`config.mk`:
```
export PLATFORM = sky130hd
export DESIGN_NAME = rr_grant_ctrl
export DESIGN_NICKNAME = d
export VERILOG_FILES = /design/src/rtl/rr_grant_ctrl.sv
export SDC_FILE = /design/constraint.sdc
export NUM_CORES = 1
export LEC_CHECK = 0
export BUFFER_PORTS_ARGS = -buffer_cell sky130_fd_sc_hd__buf_4
export CAP_MARGIN = 25
export CORE_MARGIN = 1.5
export CORE_UTILIZATION = 25
export CTS_CLUSTER_SIZE = 28
export DETAILED_ROUTE_END_ITERATION = 8
export GPL_ROUTABILITY_DRIVEN = 0
export SYNTH_ARGS = -nofsm -noshare
export SYNTH_HDL_FRONTEND = slang
export SYNTH_SLANG_ARGS = --single-unit
export TNS_END_PERCENT = 20
```
`constraint.sdc`:
```
create_clock -name clock -period 3.6 [get_ports clock]
set_clock_uncertainty 0.1 [all_clocks]
set_input_delay 0 -clock clock [delete_from_list [all_inputs] [get_ports clock]]
set_output_delay 0 -clock clock [all_outputs]
set_load 0.02 [all_outputs]
```
`src/rtl/rr_grant_ctrl.sv`:
```
// Round-robin grant controller: registered one-hot grant, bounded hold time and one-cycle turnaround.
// Define RR_GRANT_ASSERT_EN to compile immediate grant-integrity assertions.
module rr_grant_ctrl #(
    parameter int N        = 4,
    parameter int MAX_HOLD = 8
) (
    input  logic                 clock,
    input  logic                 reset_n,
    input  logic [N-1:0]         req,
    output logic [N-1:0]         gnt,
    output logic [$clog2(N)-1:0] owner,
    output logic                 busy,
    output logic                 timeout
);

    localparam int IW = $clog2(N);
    localparam int HW = $clog2(MAX_HOLD + 1);

    typedef enum logic [1:0] {
        IDLE,
        GRANT,
        TURN
    } state_e;

    state_e          state_q, state_d;
    logic [N-1:0]    gnt_q, gnt_d;
    logic [IW-1:0]   owner_q, owner_d;
    logic [IW-1:0]   ptr_q, ptr_d;
    logic [HW-1:0]   hold_q, hold_d;
    logic            timeout_q, timeout_d;

    logic            pickValid;
    logic [IW-1:0]   pickIdx;
    logic [IW:0]     candSum;
    logic [IW-1:0]   cand;

    // Search upward from ptr, wrapping at N; the sum is one bit wider so the wrap can be detected.
    always_comb begin
        pickValid = 1'b0;
        pickIdx   = '0;
        candSum   = '0;
        cand      = '0;
        for (int i = 0; i < N; i++) begin
            candSum = {1'b0, ptr_q} + (IW+1)'(i);
            if (candSum >= (IW+1)'(N)) begin
                candSum = candSum - (IW+1)'(N);
            end
            cand = candSum[IW-1:0];
            if (!pickValid && req[cand]) begin
                pickValid = 1'b1;
                pickIdx   = cand;
            end
        end
    end

    always_comb begin
        state_d   = state_q;
        gnt_d     = gnt_q;
        owner_d   = owner_q;
        ptr_d     = ptr_q;
        hold_d    = hold_q;
        timeout_d = 1'b0;
        unique case (state_q)
            IDLE: begin
                if (pickValid) begin
                    state_d          = GRANT;
                    gnt_d            = '0;
                    gnt_d[pickIdx]   = 1'b1;
                    owner_d          = pickIdx;
                    hold_d           = HW'(1);
                end
            end
            GRANT: begin
                // A release on the limit cycle wins over preemption, so no timeout pulse then.
                if (!req[owner_q]) begin
                    state_d = TURN;
                    gnt_d   = '0;
                end else if (hold_q == HW'(MAX_HOLD)) begin
                    state_d   = TURN;
                    gnt_d     = '0;
                    timeout_d = 1'b1;
                end else begin
                    hold_d = hold_q + HW'(1);
                end
            end
            TURN: begin
                state_d = IDLE;
                ptr_d   = (owner_q == IW'(N - 1)) ? '0 : owner_q + IW'(1);
            end
            default: begin
                state_d = IDLE;
                gnt_d   = '0;
            end
        endcase
    end

    always_ff @(posedge clock or negedge reset_n) begin
        if (!reset_n) begin
            state_q   <= IDLE;
            gnt_q     <= '0;
            owner_q   <= '0;
            ptr_q     <= '0;
            hold_q    <= '0;
            timeout_q <= 1'b0;
        end else begin
            state_q   <= state_d;
            gnt_q     <= gnt_d;
            owner_q   <= owner_d;
            ptr_q     <= ptr_d;
            hold_q    <= hold_d;
            timeout_q <= timeout_d;
        end
    end

    assign gnt     = gnt_q;
    assign owner   = owner_q;
    assign busy    = |gnt_q;
    assign timeout = timeout_q;

`ifdef RR_GRANT_ASSERT_EN
    always @(posedge clock) begin
        if (reset_n) begin
            assert ($onehot0(gnt_q))
                else $error("[%0t] gnt not one-hot: gnt=%b", $time, gnt_q);
            assert (busy == |gnt_q)
                else $error("[%0t] busy disagrees with gnt: gnt=%b", $time, gnt_q);
            if (state_q == TURN) begin
                assert (gnt_q == '0)
                    else $error("[%0t] gnt active in TURN: gnt=%b", $time, gnt_q);
            end
            if (timeout_q) begin
                assert (gnt_q == '0)
                    else $error("[%0t] gnt active with timeout: gnt=%b", $time, gnt_q);
            end
            if (state_q == GRANT) begin
                assert (gnt_q == ({{(N-1){1'b0}}, 1'b1} << owner_q))
                    else $error("[%0t] gnt does not match owner: gnt=%b", $time, gnt_q);
            end
        end
    end
`else
    // Default build carries no checking logic.
`endif

endmodule
```
Word level (Yosys, flattened, before mapping)
Index checks and enable logic that the tools add are counted.
Word-level totals
  register bits: 15
  input port bits: 6
  output and inout port bits: 8
  word-level logic and storage cells: 89
Cells by class
  equality and inequality tests: 8
  bitwise gates (word level): 1
  reductions and logical operators: 14
  mux-type cells: 40
  magnitude comparators: 11
  add/sub/neg operators: 9
Operator list (number)
  2-bit two-way mux: 12
  4-bit two-way mux: 6
  2-bit by 3-bit < comparator with 1-bit output (second input constant): 6
  1-bit two-way mux: 13
  4-bit one-hot mux with 3 select lines: 1
  1-bit binary-select mux with 2-bit select: 5
  3-bit >= comparator (second input constant): 3
  4-bit one-hot mux with 2 select lines: 1
  2-bit by 1-bit subtractor with 2-bit output (second input constant): 4
  2-bit by 2-bit adder with 3-bit output (second input constant): 2
  2-bit inequality test (second input constant): 3
  4-bit by 1-bit adder with 4-bit output (second input constant): 1
  2-bit == test (second input constant): 2
  4-bit == test (second input constant): 1
  1-bit logical AND: 4
  2-bit one-hot mux with 2 select lines: 1
  2-bit AND reduction: 2
  4-bit AND reduction: 1
  4-bit OR reduction: 1
  2-bit by 1-bit adder with 3-bit output (second input constant): 1
  2-bit by 3-bit >= comparator with 1-bit output (second input constant): 1
  1-bit zero test: 3
  3-bit inequality test (second input constant): 1
  3-bit AND reduction: 1
  other kinds (7): 7

Depth between registers and ports, before layout
Gate-level depths: netlist of run 1.
  word-level depth: 20
  depth in mapped cells: 7
  depth with buffers taken out: 6

Worst setup path before layout of run 1
Ideal clock, no wire load.
  path kind: register to register
  start point: register owner_q[0] (netlist: owner[0])
  end point: register hold_q[2]
  data required time: 3.380 ns
  cell stages (with the launch flop): 5
  slack: 1.823 ns
  arrival: 1.558 ns
  cell sequence: dfrtp_1 mux4_2 and2_1 and3_1 a31o_1
Between the ends
  longest elaborated chain between the ends: 4
RTL lines
  start, declared: RTL line 27  | logic [IW-1:0] owner_q, owner_d;
  start signal, assigned: RTL line 108  | owner_q <= owner_d;
  1-bit binary-select mux with 2-bit select: RTL line 75  | if (!req[owner_q]) begin
  1-bit two-way mux (not written as such): RTL line 75
  2-bit inequality test (no source line)
  4-bit AND reduction (no source line)
  end signal, assigned: RTL line 110  | hold_q <= hold_d;
  end, declared: RTL line 29  | logic [HW-1:0] hold_q, hold_d;
No other way between the ends. The select of a mux whose other input is x is not followed.
A chain may end at the register's enable or synchronous reset.

Worst setup path in the final report of run 1
Ends and elaborated chain as after synthesis.

==> metrics.md, run 1 <==
| Metric | Value |
|---|---|
| Internal | `0.4607 mW` |
| Port Buffer Count | `13` |
| Routed WL | `1.718 mm` |
| Post-synth EDFFs | `0` |
| Post-CTS Resized | `0` |
| Final Instance Count excl. Fillers | `144` |
| Maximum buffer depth of the clock tree | `2` |
| Post-DRT Antenna Nets | `0` |
| P_leak | `0.4649 nW` |
| Initial Utilization | `26.53%` |
| Final slew viol count | `0` |
| # setup viols final | `0` |
| CP endpoint kind | `flip-flop` |
| Fmax | `0.5772 GHz` |
| Worst Path Required | `3680 ps` |
| Initial antenna violation count | `0` |
| Cells after DPL | `137` |
| Combinational power share | `49.0%` |
| Synth Warn # | `0` |
| Final min period | `1732 ps` |
| Die area | `3646 µm²` |
| DR DRC count | `0` |
| Final Hold Fails | `0` |
| Crit Path Category | `flip-flop to flip-flop` |
| Via count | `684` |
| TritonCTS Sinks | `15` |
| Die W | `60.39 µm` |
| HPWL Detailed | `1.299 mm` |
| CTS tree | `done` |
| Pwr/cell area | `805.5 nW/µm²` |
| Unrepaired setup endpoints after global routing | `false` |
| Vias per inst | `4.750` |
| I/O pin cnt | `14` |
| Max_slew headroom | `69.84%` |
| Largest net degree at the start of global routing | `15` |
| CP max FO | `5` |
| Synth Flop Type | `dfrtp_1` |
| First-pass GRT wire length | `2.849 mm` |
| Chip height | `60.39 µm` |
| Net Count, Synth | `92` |
| Std cell rows | `20` |
| Final Cycle Share | `48.12%` |
| Worst-margin pin slew | `448.7 ps` |
| H-tree depth | `1` |
| Switching share of power | `43.57%` |
| Max Cap Viol | `0` |
| Area delta synth->final | `23.10%` |
| Yosys cell types | `37` |
| Global route total overflow | `0` |
| Clk pin slew, worst setup/hold paths | `90 ps` |
| Clock Latency Late Sink | `280 ps` |
| Pre-Repair DR Iteration Count | `4` |
| Switch Pwr | `0.3557 mW` |
| Post-DR wirelength/cell | `11.93 µm` |
| Ant diodes | `0` |
| Register area share after synthesis | `45.59%` |
| Mapped Avg Cell Area | `9.919 µm²` |
| Sequential share of power | `39.1%` |
| #FFs+latches synth | `15` |
| Clk root buf | `clkbuf_4` |
| FFs w/ async S/R, synth | `100.0%` |
| Status | `finished clean` |
| Worst hold path type | `primary input to flip-flop` |
| CTS Buf Count | `3` |
| Clock Power Share | `11.8%` |
| Peak supply drop | `279.8 µV` |
| Core footprint | `3103 µm²` |
| Critical path arrival | `1810 ps` |
| All-layer global routing usage | `10.57%` |
| NumNets Final | `110` |
| Synth Cell Area | `823.3 µm²` |
| Vias in the first global route | `593` |
| DR iter-0 viols | `34` |
| Startpoint types | `flip-flop` |
| Fraction of layout cells with a size suffix above 1 | `23.00%` |
| Post-synthesis cell count | `83` |
| Post-route setup TNS | `0 ps` |
==> cell usage in the layout (no fill, tap or decap), types with 3 or more instances in the layout <==
master / instances
ha_1: 3
nand2_1: 10
inv_1: 5
dlygate4sd3_1: 3
dfrtp_1: 15
a21oi_1: 4
clkbuf_4: 3
nor3_1: 3
nor2_1: 5
buf_4: 13
o21ai_0: 4
==> metal layers <==
metal	vias up	GRT usage, %	part of all wire, %
li1	339	-	-
met1	320	15.12	47
met2	23	15.53	47
met3	2	3.198	5.5
met4	0	2.857	0.76
met5	-	0	0
==> critical path: stages, from the launching register on <==
cell and delay (ps):
dfrtp_1 440, mux4_2 570, and2_1 180, and3_1 160, a31o_1 180
==> Yosys cell counts (2+ instances only) <==
library cell | number | share of area, %
a21oi_1 | 4 | 2.4
a22o_1 | 2 | 2.1
dfrtp_1 | 15 | 46
ha_1 | 3 | 4.6
inv_1 | 5 | 2.3
nand2_1 | 10 | 4.6
nand4_1 | 2 | 1.5
nor2_1 | 5 | 2.3
nor2b_1 | 2 | 1.5
nor3_1 | 3 | 1.8
o21ai_0 | 4 | 2.4
o221ai_1 | 2 | 2.1
o2bb2ai_1 | 2 | 2.1
==> sequential cells by signal (all words and copies together) (netlist names) <==
| name | count |
|---|---|
| gnt | 4 |
| hold_q | 4 |
| owner | 2 |
| ptr_q | 2 |
| state_q | 2 |
| timeout | 1 |
==> power groups by stage <==
stage	logic (mW)	registers, mW	clock network, mW
3_5_place_dp	0.402	0.322	0
6_report	0.400	0.320	0.0965
5_1_grt	0.451	0.336	0.111
4_1_cts	0.405	0.320	0.101
2_1_floorplan	0.281	0.326	0
3_3_place_gp	0.395	0.318	0
==> area by class of cell <==
class,count,area [µm²]
clock inverter,1,5.005
sequential,15,375.4
fill,346,2090
inverter,5,18.77
multi-input combinational,60,409.1
tap,44,55.05
timing repair buffer,16,127.6
clock buffer,3,22.52
==> repair_timing <==
item | CTS | global route
hold buffers | 3 | 0
endpoints found under the setup margin | 0 | 0
buffers inserted | 0 | 0
endpoints found under the hold margin | 15 | 0
==> through the flow <==
stage | utilization (%) | setup slack (ps) | hold WS (ps) | area [µm²] | power, mW
final | 32.66 | 1868 | 24.16 | 1013 | 0.8164
after global routing | 32.66 | 1783 | 18.99 | 1013 | 0.8977
after CTS | 32.66 | 1853 | 19.72 | 1013 | 0.8261
after detailed placement | 30.81 | 1871 | -233.9 | 955.9 | 0.7243
after global placement | 30.81 | 1923 | -237.4 | 955.9 | 0.7127
after floorplan | - | 1823 | -395.6 | 823.3 | 0.6071
==> path summary, 6_finish.rpt <==
kind | start | endpoint | slack [ps] | cells after the start
min reg2reg | hold_q[3]$_DFFE_PN0P_ | hold_q[3]$_DFFE_PN0P_ | 420 | 1
min in group asynchronous | reset_n | gnt[0]$_DFFE_PN0P_ | 540 | 3
max | owner[0]$_DFFE_PN0P_ | hold_q[2]$_DFFE_PN0P_ | 1870 | 4
max reg2reg | owner[0]$_DFFE_PN0P_ | hold_q[2]$_DFFE_PN0P_ | 1870 | 4
max in group asynchronous | reset_n | owner[1]$_DFFE_PN0P_ | 2100 | 4
min | req[0] | state_q[0]$_DFFE_PN0P_ | 20 | 5
==> kinds of logic (layout without fill, tap and decap cells) <==
family                   count (synthesis)  count (layout)  synth area share (%)
AO/OA/AOI/OAI                           21              21                 18.09
adder cells (fa/ha/maj)                  3               3                 4.560
buffers and inverters                    8              25                 4.710
flip-flops                              15              15                 45.59
multiplexers                             3               3                 5.319
AND/OR/NAND/NOR                         33              33                 21.73
Note: power is estimated with default switching activity, not from simulation.
==> inputs of run 2 (changes only) <==
- clock period: 3.6 -> 1.7 ns (I/O delays scaled with it)
==> run 2 against run 1 <==
Effect of this change:
- fmax up 5.1%
- sequential share of layout area decreased by 1.7 points
- critical path depth unchanged
- clock-buffer cell count is the same
- core utilization up 1.7 points
- flip-flop and latch count is the same
- clock power increased by 130%
- worst hold slack improved by 53 ps
- die area unchanged
- register-to-register slack lost 1800 ps
- sequential power grew 100%
- routed wire length grew 8.2%
- critical path type unchanged
- critical endpoint unchanged
- largest cell class unchanged
==> metrics.md, run 2 (same netlist as run 1, synthesis figures left out) <==
| Metric | Value |
|---|---|
| NumNets Final | `116 (+5.5%)` |
| Initial antenna violation count | `0 (unchanged)` |
| I/O pin cnt | `14 (unchanged)` |
| Global route total overflow | `0 (unchanged)` |
| Core footprint | `3103 µm² (unchanged)` |
| Post-DRT Antenna Nets | `0 (unchanged)` |
| Post-route setup TNS | `0 ps (unchanged)` |
| Vias in the first global route | `691 (+17%)` |
| Status | `finished clean` |
| Fmax | `0.6064 GHz (+5.1%)` |
| # setup viols final | `0 (unchanged)` |
| Critical path depth in cells | `4 (unchanged)` |
| Internal | `1.052 mW (+130%)` |
| HPWL Detailed | `1.395 mm (+7.4%)` |
| Max_slew headroom | `67.47% (-2.4 points)` |
| Clock Latency Late Sink | `300 ps (+20 ps)` |
| Most frequent cells in the layout | `18 x buf_4, 14 x dfrtp_1, 10 x nand2_1` |
| P_leak | `0.4913 nW (+5.7%)` |
| Max stage delay on crit path | `540 ps (-30 ps)` |
| CP endpoint kind | `flip-flop` |
| Crit path buf inv count | `0 (unchanged)` |
| Internal reg-to-reg setup slack | `50 ps (-1820 ps)` |
| Worst hold path type | `primary input to flip-flop` |
| CP max FO | `4 (-1)` |
| H-tree depth | `1 (unchanged)` |
| Die W | `60.39 µm (unchanged)` |
| Switch Pwr | `0.7863 mW (+120%)` |
| Final Hold Slack | `76.74 ps (+52.59 ps)` |
| Unrepaired setup endpoints after global routing | `false` |
| Initial Utilization | `26.53% (unchanged)` |
| Sequential share of power | `35.4% (-3.7 points)` |
| Clk root buf | `clkbuf_4` |
| Post-DR wirelength/cell | `12.39 µm (+3.9%)` |
| R2R cell count | `4 (unchanged)` |
| Clock Power Share | `11.9% (about the same)` |
| Final instance area | `1067 µm² (+5.3%)` |
| Peak supply drop | `605.8 µV (+120%)` |
| Hold path start | `req[0]` |
| Chip height | `60.39 µm (unchanged)` |
| CP endpoint | `hold_q[2]$_DFFE_PN0P_` |
| Std cell rows | `20 (unchanged)` |
| Min-Delay Path Depth | `4 (-1)` |
| Crit Path Category | `flip-flop to flip-flop` |
| DR iter-0 viols | `12 (-65%)` |
| All-layer global routing usage | `11.14% (+0.57 points)` |
| Port Buffer Count | `13 (unchanged)` |
| CP startpoint | `owner[0]$_DFFE_PN0P_` |
| CP max-delay cell | `mux4_2` |
| Crit path max-delay family | `multiplexers` |
| Final Hold Fails | `0 (unchanged)` |
| Pre-Repair DR Iteration Count | `4 (unchanged)` |
| Final Cycle Share | `97.00% (+49 points)` |
| Ant diodes | `0 (unchanged)` |
| Worst-path cell chain | `mux4_2, and2_4, and3_1, a31o_1` |
| Combinational power share | `52.7% (+3.7 points)` |
| Switching share of power | `42.77% (-0.80 points)` |
| Vias per inst | `4.760 (+0.21%)` |
| TritonCTS Sinks | `15 (unchanged)` |
| Startpoint types | `flip-flop` |
| Final slew viol count | `0 (unchanged)` |
| Final min period | `1649 ps (-83.46 ps)` |
| Largest net degree at the start of global routing | `11 (-4)` |
| Pwr/cell area | `1723 nW/µm² (+110%)` |
| Die area | `3646 µm² (unchanged)` |
| Fraction of layout cells with a size suffix above 1 | `28.30% (+5.3 points)` |
| First-pass GRT wire length | `3.022 mm (+6.1%)` |
| Worst Path Required | `1780 ps (-1900 ps)` |
| FF-to-FF End | `hold_q[2]$_DFFE_PN0P_` |
| Routed WL | `1.859 mm (+8.2%)` |
| Max Cap Viol | `0 (unchanged)` |
| DR DRC count | `0 (unchanged)` |
| Clk pin slew, worst setup/hold paths | `110 ps (+20 ps)` |
| Via count | `714 (+4.4%)` |
| CTS Buf Count | `3 (unchanged)` |
| Placed inst area | `987.2 µm² (+3.3%)` |
| Critical R2R Launch | `owner[0]$_DFFE_PN0P_` |
| Maximum buffer depth of the clock tree | `2 (unchanged)` |
| Area delta synth->final | `29.63%` |
| CTS tree | `done` |
| Commonest non-fill, non-tap cell in the layout | `buf_4` |
| Critical path arrival | `1730 ps (-80 ps)` |
| Worst-margin pin slew | `486.3 ps (+37.59 ps)` |
==> run 2: per-layer routing <==
layer	up-vias	part of all wire, %	wire (µm)	global-route usage (%)
met5	-	0	0	0
li1	352	-	-	-
met2	13	50	926	18.79
met1	347	46	851	13.51
met4	0	0.54	10	4.127
met3	2	3.9	72	3.198
==> run 2: per-stage QoR <==
stage               power [mW]  worst slack, ps  instances  util [%]
CTS                      1.839            16.98        149     34.07
global placement         1.565            96.56        141     31.81
floorplan                1.288            6.247         83         -
detailed placement       1.603            66.84        141     31.81
finish                   1.838            51.00        150     34.40
global route             2.007            7.584        150     34.40
==> run 2: layout make-up <==
| cell class | instances | area (µm²) |
|---|---|---|
| sequential | 15 | 376.6 |
| timing repair buffer | 22 | 175.2 |
| clock inverter | 1 | 7.507 |
| tap | 44 | 55.05 |
| multi-input combinational | 60 | 411.6 |
| fill | 351 | 2036 |
| clock buffer | 3 | 22.52 |
| inverter | 5 | 18.77 |
==> run 2: timing repair <==
action	CTS	global route
resized for setup	0	1
setup endpoints to repair	0	1
endpoints found under the hold margin	16	0
setup buffers	0	1
hold buffers	4	0
==> run 2: worst register-to-register path: stages (launching register included) <==
cell,delay [ps]
dfrtp_2,390
mux4_2,540
and2_4,170
and3_1,150
a31o_1,170
==> run 2: worst min-delay path by stage <==
stage | end | slack (ps)
floorplan | gnt[0]$_DFFE_PN0P_ | -400
global placement | hold_q[1]$_DFFE_PN0P_ | -240
global route | owner[1]$_DFFE_PN0P_ | 90
detailed placement | hold_q[1]$_DFFE_PN0P_ | -230
finish | owner[1]$_DFFE_PN0P_ | 80
CTS | owner[1]$_DFFE_PN0P_ | 60
==> run 2: power by group through the flow <==
stage / sequential, mW / combinational, mW / clock (mW)
2_1_floorplan: 0.693 / 0.595 / 0
3_3_place_gp: 0.653 / 0.913 / 0
3_5_place_dp: 0.662 / 0.942 / 0
4_1_cts: 0.652 / 0.955 / 0.231
5_1_grt: 0.676 / 1.09 / 0.243
6_report: 0.651 / 0.969 / 0.219
